`config.mk`:
```
export PLATFORM = sky130hd
export DESIGN_NAME = uart_frame_sched
export DESIGN_NICKNAME = d
export VERILOG_FILES = /design/src/rtl/uart_pkg.sv /design/src/rtl/uart_frame_sched_arb.sv /design/src/rtl/uart_frame_sched.sv
export SDC_FILE = /design/constraint.sdc
export NUM_CORES = 1
export LEC_CHECK = 0
export ABC_AREA = 1
export CAP_MARGIN = 20
export CORE_MARGIN = 2
export CORE_UTILIZATION = 30
export CTS_CLUSTER_DIAMETER = 120
export DETAILED_ROUTE_END_ITERATION = 7
export GPL_ROUTABILITY_DRIVEN = 0
export HOLD_SLACK_MARGIN = 0.08
export PLACE_DENSITY = 0.62
export SYNTH_ARGS = -nofsm -noshare
export SYNTH_HDL_FRONTEND = slang
export SYNTH_SLANG_ARGS = --single-unit
```
`constraint.sdc`:
```
create_clock -name clk -period 1.7 [get_ports clk]
set_input_delay 0.425 -clock clk [delete_from_list [all_inputs] [get_ports clk]]
set_output_delay 0.425 -clock clk [all_outputs]
set_load 0.02 [all_outputs]
```
`src/rtl/uart_pkg.sv`:
```
// uart_pkg: shared constants for the UART frame scheduler.
// FSM state encoding and frame/bit-time parameters.
package uart_pkg;

  localparam logic [2:0] ST_IDLE = 3'd0;
  localparam logic [2:0] ST_LOAD = 3'd1;
  localparam logic [2:0] ST_SEND = 3'd2;
  localparam logic [2:0] ST_WAIT = 3'd3;
  localparam logic [2:0] ST_ACK  = 3'd4;

  localparam int UART_BIT_NS = 8681;
  localparam int FRAME_BYTES = 8;

endpackage

```
`src/rtl/uart_frame_sched_arb.sv`:
```
// rr_arb2: two-input round-robin arbiter.
// Grants the requester not served last on contention.
module rr_arb2
  import uart_pkg::*;
(
  input  logic [1:0] req,
  input  logic       last,
  input  logic       en,
  output logic [1:0] gnt
);

  always_comb begin
    gnt = 2'b00;
    if (en) begin
      if (&req) gnt = last ? 2'b01 : 2'b10;
      else      gnt = req;
    end
  end

endmodule

```
`src/rtl/uart_frame_sched.sv`:
```
// uart_frame_sched: shares one byte UART between two frame sources.
// Optional trailing XOR checksum byte: UART_FRAME_CHECKSUM_EN.
module uart_frame_sched
  import uart_pkg::*;
#(
  parameter int NBYTES = FRAME_BYTES
) (
  input  logic                clk,
  input  logic                rst_n,
  input  logic                req_a,
  input  logic [8*NBYTES-1:0] data_a,
  output logic                ack_a,
  input  logic                req_b,
  input  logic [8*NBYTES-1:0] data_b,
  output logic                ack_b,
  output logic                tx_start,
  output logic [7:0]          tx_data,
  input  logic                tx_busy,
  input  logic                tx_done,
  output logic                busy,
  output logic                owner
);

  localparam int W = 8 * NBYTES;
`ifdef UART_FRAME_CHECKSUM_EN
  localparam logic [3:0] LAST_IDX = 4'(NBYTES);
`else
  localparam logic [3:0] LAST_IDX = 4'(NBYTES - 1);
`endif

  logic [2:0]   state_q, state_d;
  logic [W-1:0] shreg_q, shreg_d;
  logic [3:0]   cnt_q, cnt_d;
  logic         owner_q, owner_d;
  logic         last_q, last_d;
  logic [7:0]   txd_q, txd_d;
  logic [1:0]   gnt;
`ifdef UART_FRAME_CHECKSUM_EN
  logic [7:0]   csum_q, csum_d;
`endif

  rr_arb2 u_arb (
    .req  ({req_b, req_a}),
    .last (last_q),
    .en   (state_q == ST_IDLE),
    .gnt  (gnt)
  );

  always_comb begin
    state_d = state_q;
    shreg_d = shreg_q;
    cnt_d   = cnt_q;
    owner_d = owner_q;
    last_d  = last_q;
    txd_d   = txd_q;
`ifdef UART_FRAME_CHECKSUM_EN
    csum_d  = csum_q;
`endif
    unique case (state_q)
      ST_IDLE: begin
        if (|gnt) begin
          owner_d = gnt[1];
          shreg_d = gnt[1] ? data_b : data_a;
          cnt_d   = '0;
`ifdef UART_FRAME_CHECKSUM_EN
          csum_d  = '0;
`endif
          state_d = ST_LOAD;
        end
      end
      ST_LOAD: begin
`ifdef UART_FRAME_CHECKSUM_EN
        // index NBYTES is the trailing checksum slot
        if (cnt_q == 4'(NBYTES)) begin
          txd_d = csum_q;
        end else begin
          txd_d  = shreg_q[W-1 -: 8];
          csum_d = csum_q ^ shreg_q[W-1 -: 8];
        end
`else
        txd_d = shreg_q[W-1 -: 8];
`endif
        state_d = ST_SEND;
      end
      ST_SEND: begin
        if (!tx_busy) state_d = ST_WAIT;
      end
      ST_WAIT: begin
        if (tx_done) begin
          shreg_d = shreg_q << 8;
          cnt_d   = cnt_q + 4'd1;
          state_d = (cnt_q == LAST_IDX) ? ST_ACK : ST_LOAD;
        end
      end
      ST_ACK: begin
        last_d  = owner_q;
        state_d = ST_IDLE;
      end
      default: state_d = ST_IDLE;
    endcase
  end

  always_ff @(posedge clk or negedge rst_n) begin
    if (!rst_n) begin
      state_q <= ST_IDLE;
      shreg_q <= '0;
      cnt_q   <= '0;
      owner_q <= 1'b0;
      last_q  <= 1'b1;
      txd_q   <= '0;
    end else begin
      state_q <= state_d;
      shreg_q <= shreg_d;
      cnt_q   <= cnt_d;
      owner_q <= owner_d;
      last_q  <= last_d;
      txd_q   <= txd_d;
    end
  end

`ifdef UART_FRAME_CHECKSUM_EN
  always_ff @(posedge clk or negedge rst_n) begin
    if (!rst_n) csum_q <= '0;
    else        csum_q <= csum_d;
  end
`endif

  assign tx_start = (state_q == ST_SEND) && !tx_busy;
  assign tx_data  = txd_q;
  assign ack_a    = (state_q == ST_ACK) && !owner_q;
  assign ack_b    = (state_q == ST_ACK) && owner_q;
  assign busy     = (state_q != ST_IDLE);
  assign owner    = owner_q;

endmodule
```
==> results summary <==
The category of the most critical setup path is flop to output port. At the later pin of the worst-skew pair, clock insertion delay measures 0.33 ns. The clock network is responsible for 17.6% of the overall power. Setup repair after global routing could not meet its margin everywhere. The H-tree generated during clock tree synthesis spans 3 levels. The number of hold buffers added after CTS was 0. Row generation in the floorplan step produced 45 rows. The pin count of the biggest net entering global routing came out at 82. After synthesis, the netlist uses 31 different library cells. The total routing resource utilization after global routing came out at 17.92%. The worst path required time is 1.27 ns. The number of buffers added on ports came out at 146. In the routed layout, each cell is associated on average with a via count of 4.656. The clock sink count came out at 81. The number of hold violations in the final report is 0. The post-synthesis cell count is 637.

The part of the total power dissipated in combinational logic came out at 53.7%. The critical path's slowest cell is sky130_fd_sc_hd__dfrtp_1. At the pin with the least slew margin, the transition time is 0.4567 ns. The final-report setup violation count came out at 0.

The routed wire length per instance is 14.87 um. The synthesized netlist devotes 0.2648% of its cell area to adder and majority cells. The switching power total is 4837 uW.

The total wire length after detailed routing is 15.05 mm. The number of global-route vias before repair is 4648. The y dimension of the die came out at 129.5 um. The floorplan step defined a die boundary enclosing 16770 um2. Data on the critical path arrives at its endpoint at 1.23 ns. The count of nets left with antenna violations after detail routing is 0.

The final critical-path share of the clock period is 97.47%. Sequential elements use 42.93% of the synthesized area. The worst hold slack across all endpoints came out at 0.1185 ns. The power per cell area came out at 1650 nW/um2. The design internal power is 6840 uW. Yosys attributes the largest share of cell area to sky130_fd_sc_hd__dfrtp_1 (42%), sky130_fd_sc_hd__nand3_1 (16%), sky130_fd_sc_hd__nand2_1 (14%). The max-slew violation count came out at 0. Counting every net in the synthesized netlist gives 772. The proportion of synthesized area in mux cells came out at 2.119%. The largest single stage delay on the critical path is 0.40 ns. The HPWL after detailed placement came out at 9.744 mm. The worst path needs 1.657 ns of the cycle, external delays included. The total cell area at the placement stage came out at 6578 um2. In this run switching power makes up 41.43% of total power. TritonCTS created 9 clock buffers. The number of fill cells in the layout came out at 1592. The share of the synthesized area in the top cell type is 42.37%.

The worst setup path is captured at an output port. The path type of the worst min-delay path is input port to asynchronous set/reset pin. The initial antenna violation count came to 0.

The tool flagged a number of max-cap violations equal to 0. VDD sags by at most 0.0008117 V. The final core area utilization came out at 46.21%.

STA classifies the critical path startpoint as a flop. The run finished with clean final reports. Global routing finished with a remaining overflow of 0. The buffering stage count on the worst path with inverters included came out at 2. For this design the static power due to leakage is 0.003258 uW. The combined area of all synthesized cells is 4725 um2. The sequential cell fraction of total power is 28.6%. The simple logic cell fraction of the synthesized area is 39.59%. The effective utilization at floorplan came out at 30.85%. After clock tree synthesis, the clock-pin slew on the worst setup and hold paths is 0.06 ns. The number of antenna cells inserted is 0.

Summing the areas of all compound-gate instances in the mapped netlist gives 6.488% of the synthesized area. The clock root buffer is sky130_fd_sc_hd__clkbuf_16. After synthesis, the largest family of logic cells by area is simple AND/OR/NAND/NOR gates. After synthesis the netlist holds a flip-flop and latch count of 81. On the final layout, the worst clock skew is 0.005015 ns. The design area is 7077 um2. The average cell area after synthesis came out at 7.417 um2. The placeable core area came out at 15310 um2. The biggest area contributor in the post-synthesis netlist is sky130_fd_sc_hd__dfrtp_1. The die outline width came out at 129.5 um. The number of DRC violations after detailed-routing iteration 0 came out at 237. In the routed design, unresolved DRC markers number 0.

Walking the worst path, the cells encountered are buf_6 > nor2_4 > nand2_4 > buf_6. Among the stages of the critical path, the cell type that occurs most often is sky130_fd_sc_hd__buf_6. TritonCTS built the clock tree. The maximum fanout encountered on the critical timing path is 6. In the final layout, the share of cells above drive strength 1 is 12.23%.

Among cell families on the critical path, the largest total delay comes from flip-flops. The number of warnings issued by yosys came out at 0. The max-slew headroom at the worst pin came out at 69.55%. The first TritonRoute pass finished after 4 iterations. The number of buffers on the longest clock path came out at 2.

The final layout net count is 931. The first-pass GRT wire length came out at 23.68 mm. The area growth from synthesis to layout came out at 49.79%. The total number of vias came out at 4712. Summing the areas of all xor and xnor instances in the mapped netlist gives 0.3708% of the synthesized area. During I/O placement, the number of pins put on the boundary was 147. For this run, the top clock speed supported by timing is 0.6035 GHz.
-- power groups by stage --
stage,logic [uW],registers [uW],clock network [uW]
floorplan,3760,3340,0
global placement,5630,3360,0
detailed placement,5700,3370,0
CTS,5800,3340,2120
global route,7020,3440,2200
finish,6270,3340,2060
-- cell usage after synthesis (all sizes together) --
cell and n:
ha 1, mux2i 1, nor2 20, a31oi 1, mux2 8, xor2 2
dfstp 1, buf 26, clkbuf 18, nand3 157, or2 40, nand2 176
inv 42, clkinv 1, dfrtp 80, nor3 1, nand3b 1, nand4 1
o21ai 60
-- layout make-up --
class                      instances  area (um2)  area share [%]
clock buffer                      11       232.7           3.289
clock inverter                     5       80.08           1.132
inverter                          43       161.4           2.281
multi-input combinational        474        2391           33.79
sequential                        81        2028           28.66
tap                              211       264.0           3.731
timing repair buffer             187        1919           27.12
-- worst paths after layout --
check,from,to,slack [ns],depth (start not counted)
min in group clk,shreg_q[32],shreg_q[32],0.47,2
worst max register to register,state_q[1],shreg_q[5],0.09,9
worst max-delay path,state_q[1],busy,0.04,4
max in group asynchronous,rst_n,last_q,1.22,2
worst min register to register,shreg_q[32],shreg_q[32],0.47,2
worst min-delay path,rst_n,tx_data[6],0.12,2
-- per-layer routing --
metal,part of all wire (%),track usage [%]
met3,7.9,5.574
met2,46,29.78
met4,0.88,3.542
met5,0,0
met1,46,23.20
-- logic make-up (layout without fill, tap and decap cells) --
family / after synthesis / in the layout
simple gates: 396 / 401
buf+inv: 87 / 246
flops: 81 / 81
compound gates: 61 / 61
mux: 9 / 9
xor+xnor: 2 / 2
fa+ha+maj: 1 / 1
-- state kept, by name (all words and copies together), names as in the netlist --
signal and flops:
cnt_q 4, last_q 1, owner 1, shreg_q 64, state_q 3, tx_data 8
-- per-stage QoR --
step	worst slack [ns]	power, uW	TNS [ns]	instances
2_1_floorplan	0.2384	7104	0	637
3_3_place_gp	-0.2919	8987	-16.94	982
3_5_place_dp	-0.3148	9072	-18.73	982
4_1_cts	-0.001371	11250	-0.001371	1001
5_1_grt	-0.02700	12670	-0.06233	1012
6_report	0.04307	11680	0	1012
-- cells in the final DEF (no fill, tap or decap), types with 2 or more instances in the layout --
master,instances
sky130_fd_sc_hd__nor2_2,2
sky130_fd_sc_hd__or2_0,20
sky130_fd_sc_hd__dlygate4sd2_1,9
sky130_fd_sc_hd__buf_6,3
sky130_fd_sc_hd__bufinv_16,2
sky130_fd_sc_hd__nand2_1,168
sky130_fd_sc_hd__or2_2,2
sky130_fd_sc_hd__nor2_4,8
sky130_fd_sc_hd__nand2_2,6
sky130_fd_sc_hd__inv_1,36
sky130_fd_sc_hd__xor2_1,2
sky130_fd_sc_hd__buf_4,30
sky130_fd_sc_hd__o21ai_1,10
sky130_fd_sc_hd__nand2_4,2
sky130_fd_sc_hd__clkinv_1,2
sky130_fd_sc_hd__nor2_8,2
sky130_fd_sc_hd__inv_2,5
sky130_fd_sc_hd__dfrtp_1,80
sky130_fd_sc_hd__buf_12,13
sky130_fd_sc_hd__o21ai_0,50
sky130_fd_sc_hd__clkinvlp_4,2
sky130_fd_sc_hd__clkdlybuf4s50_1,132
sky130_fd_sc_hd__or2_1,18
sky130_fd_sc_hd__nand3_1,155
sky130_fd_sc_hd__clkbuf_1,2
sky130_fd_sc_hd__nor2_1,13
sky130_fd_sc_hd__mux2_2,8
sky130_fd_sc_hd__clkbuf_16,9
-- timing repair --
action / CTS / global route
pin swaps: 0 / 10
cloned: 3 / 2
setup endpoints to repair: 71 / 69
buffers inserted: 0 / 9
gates resized for setup: 27 / 24
Power figures use the tool's default switching activity.
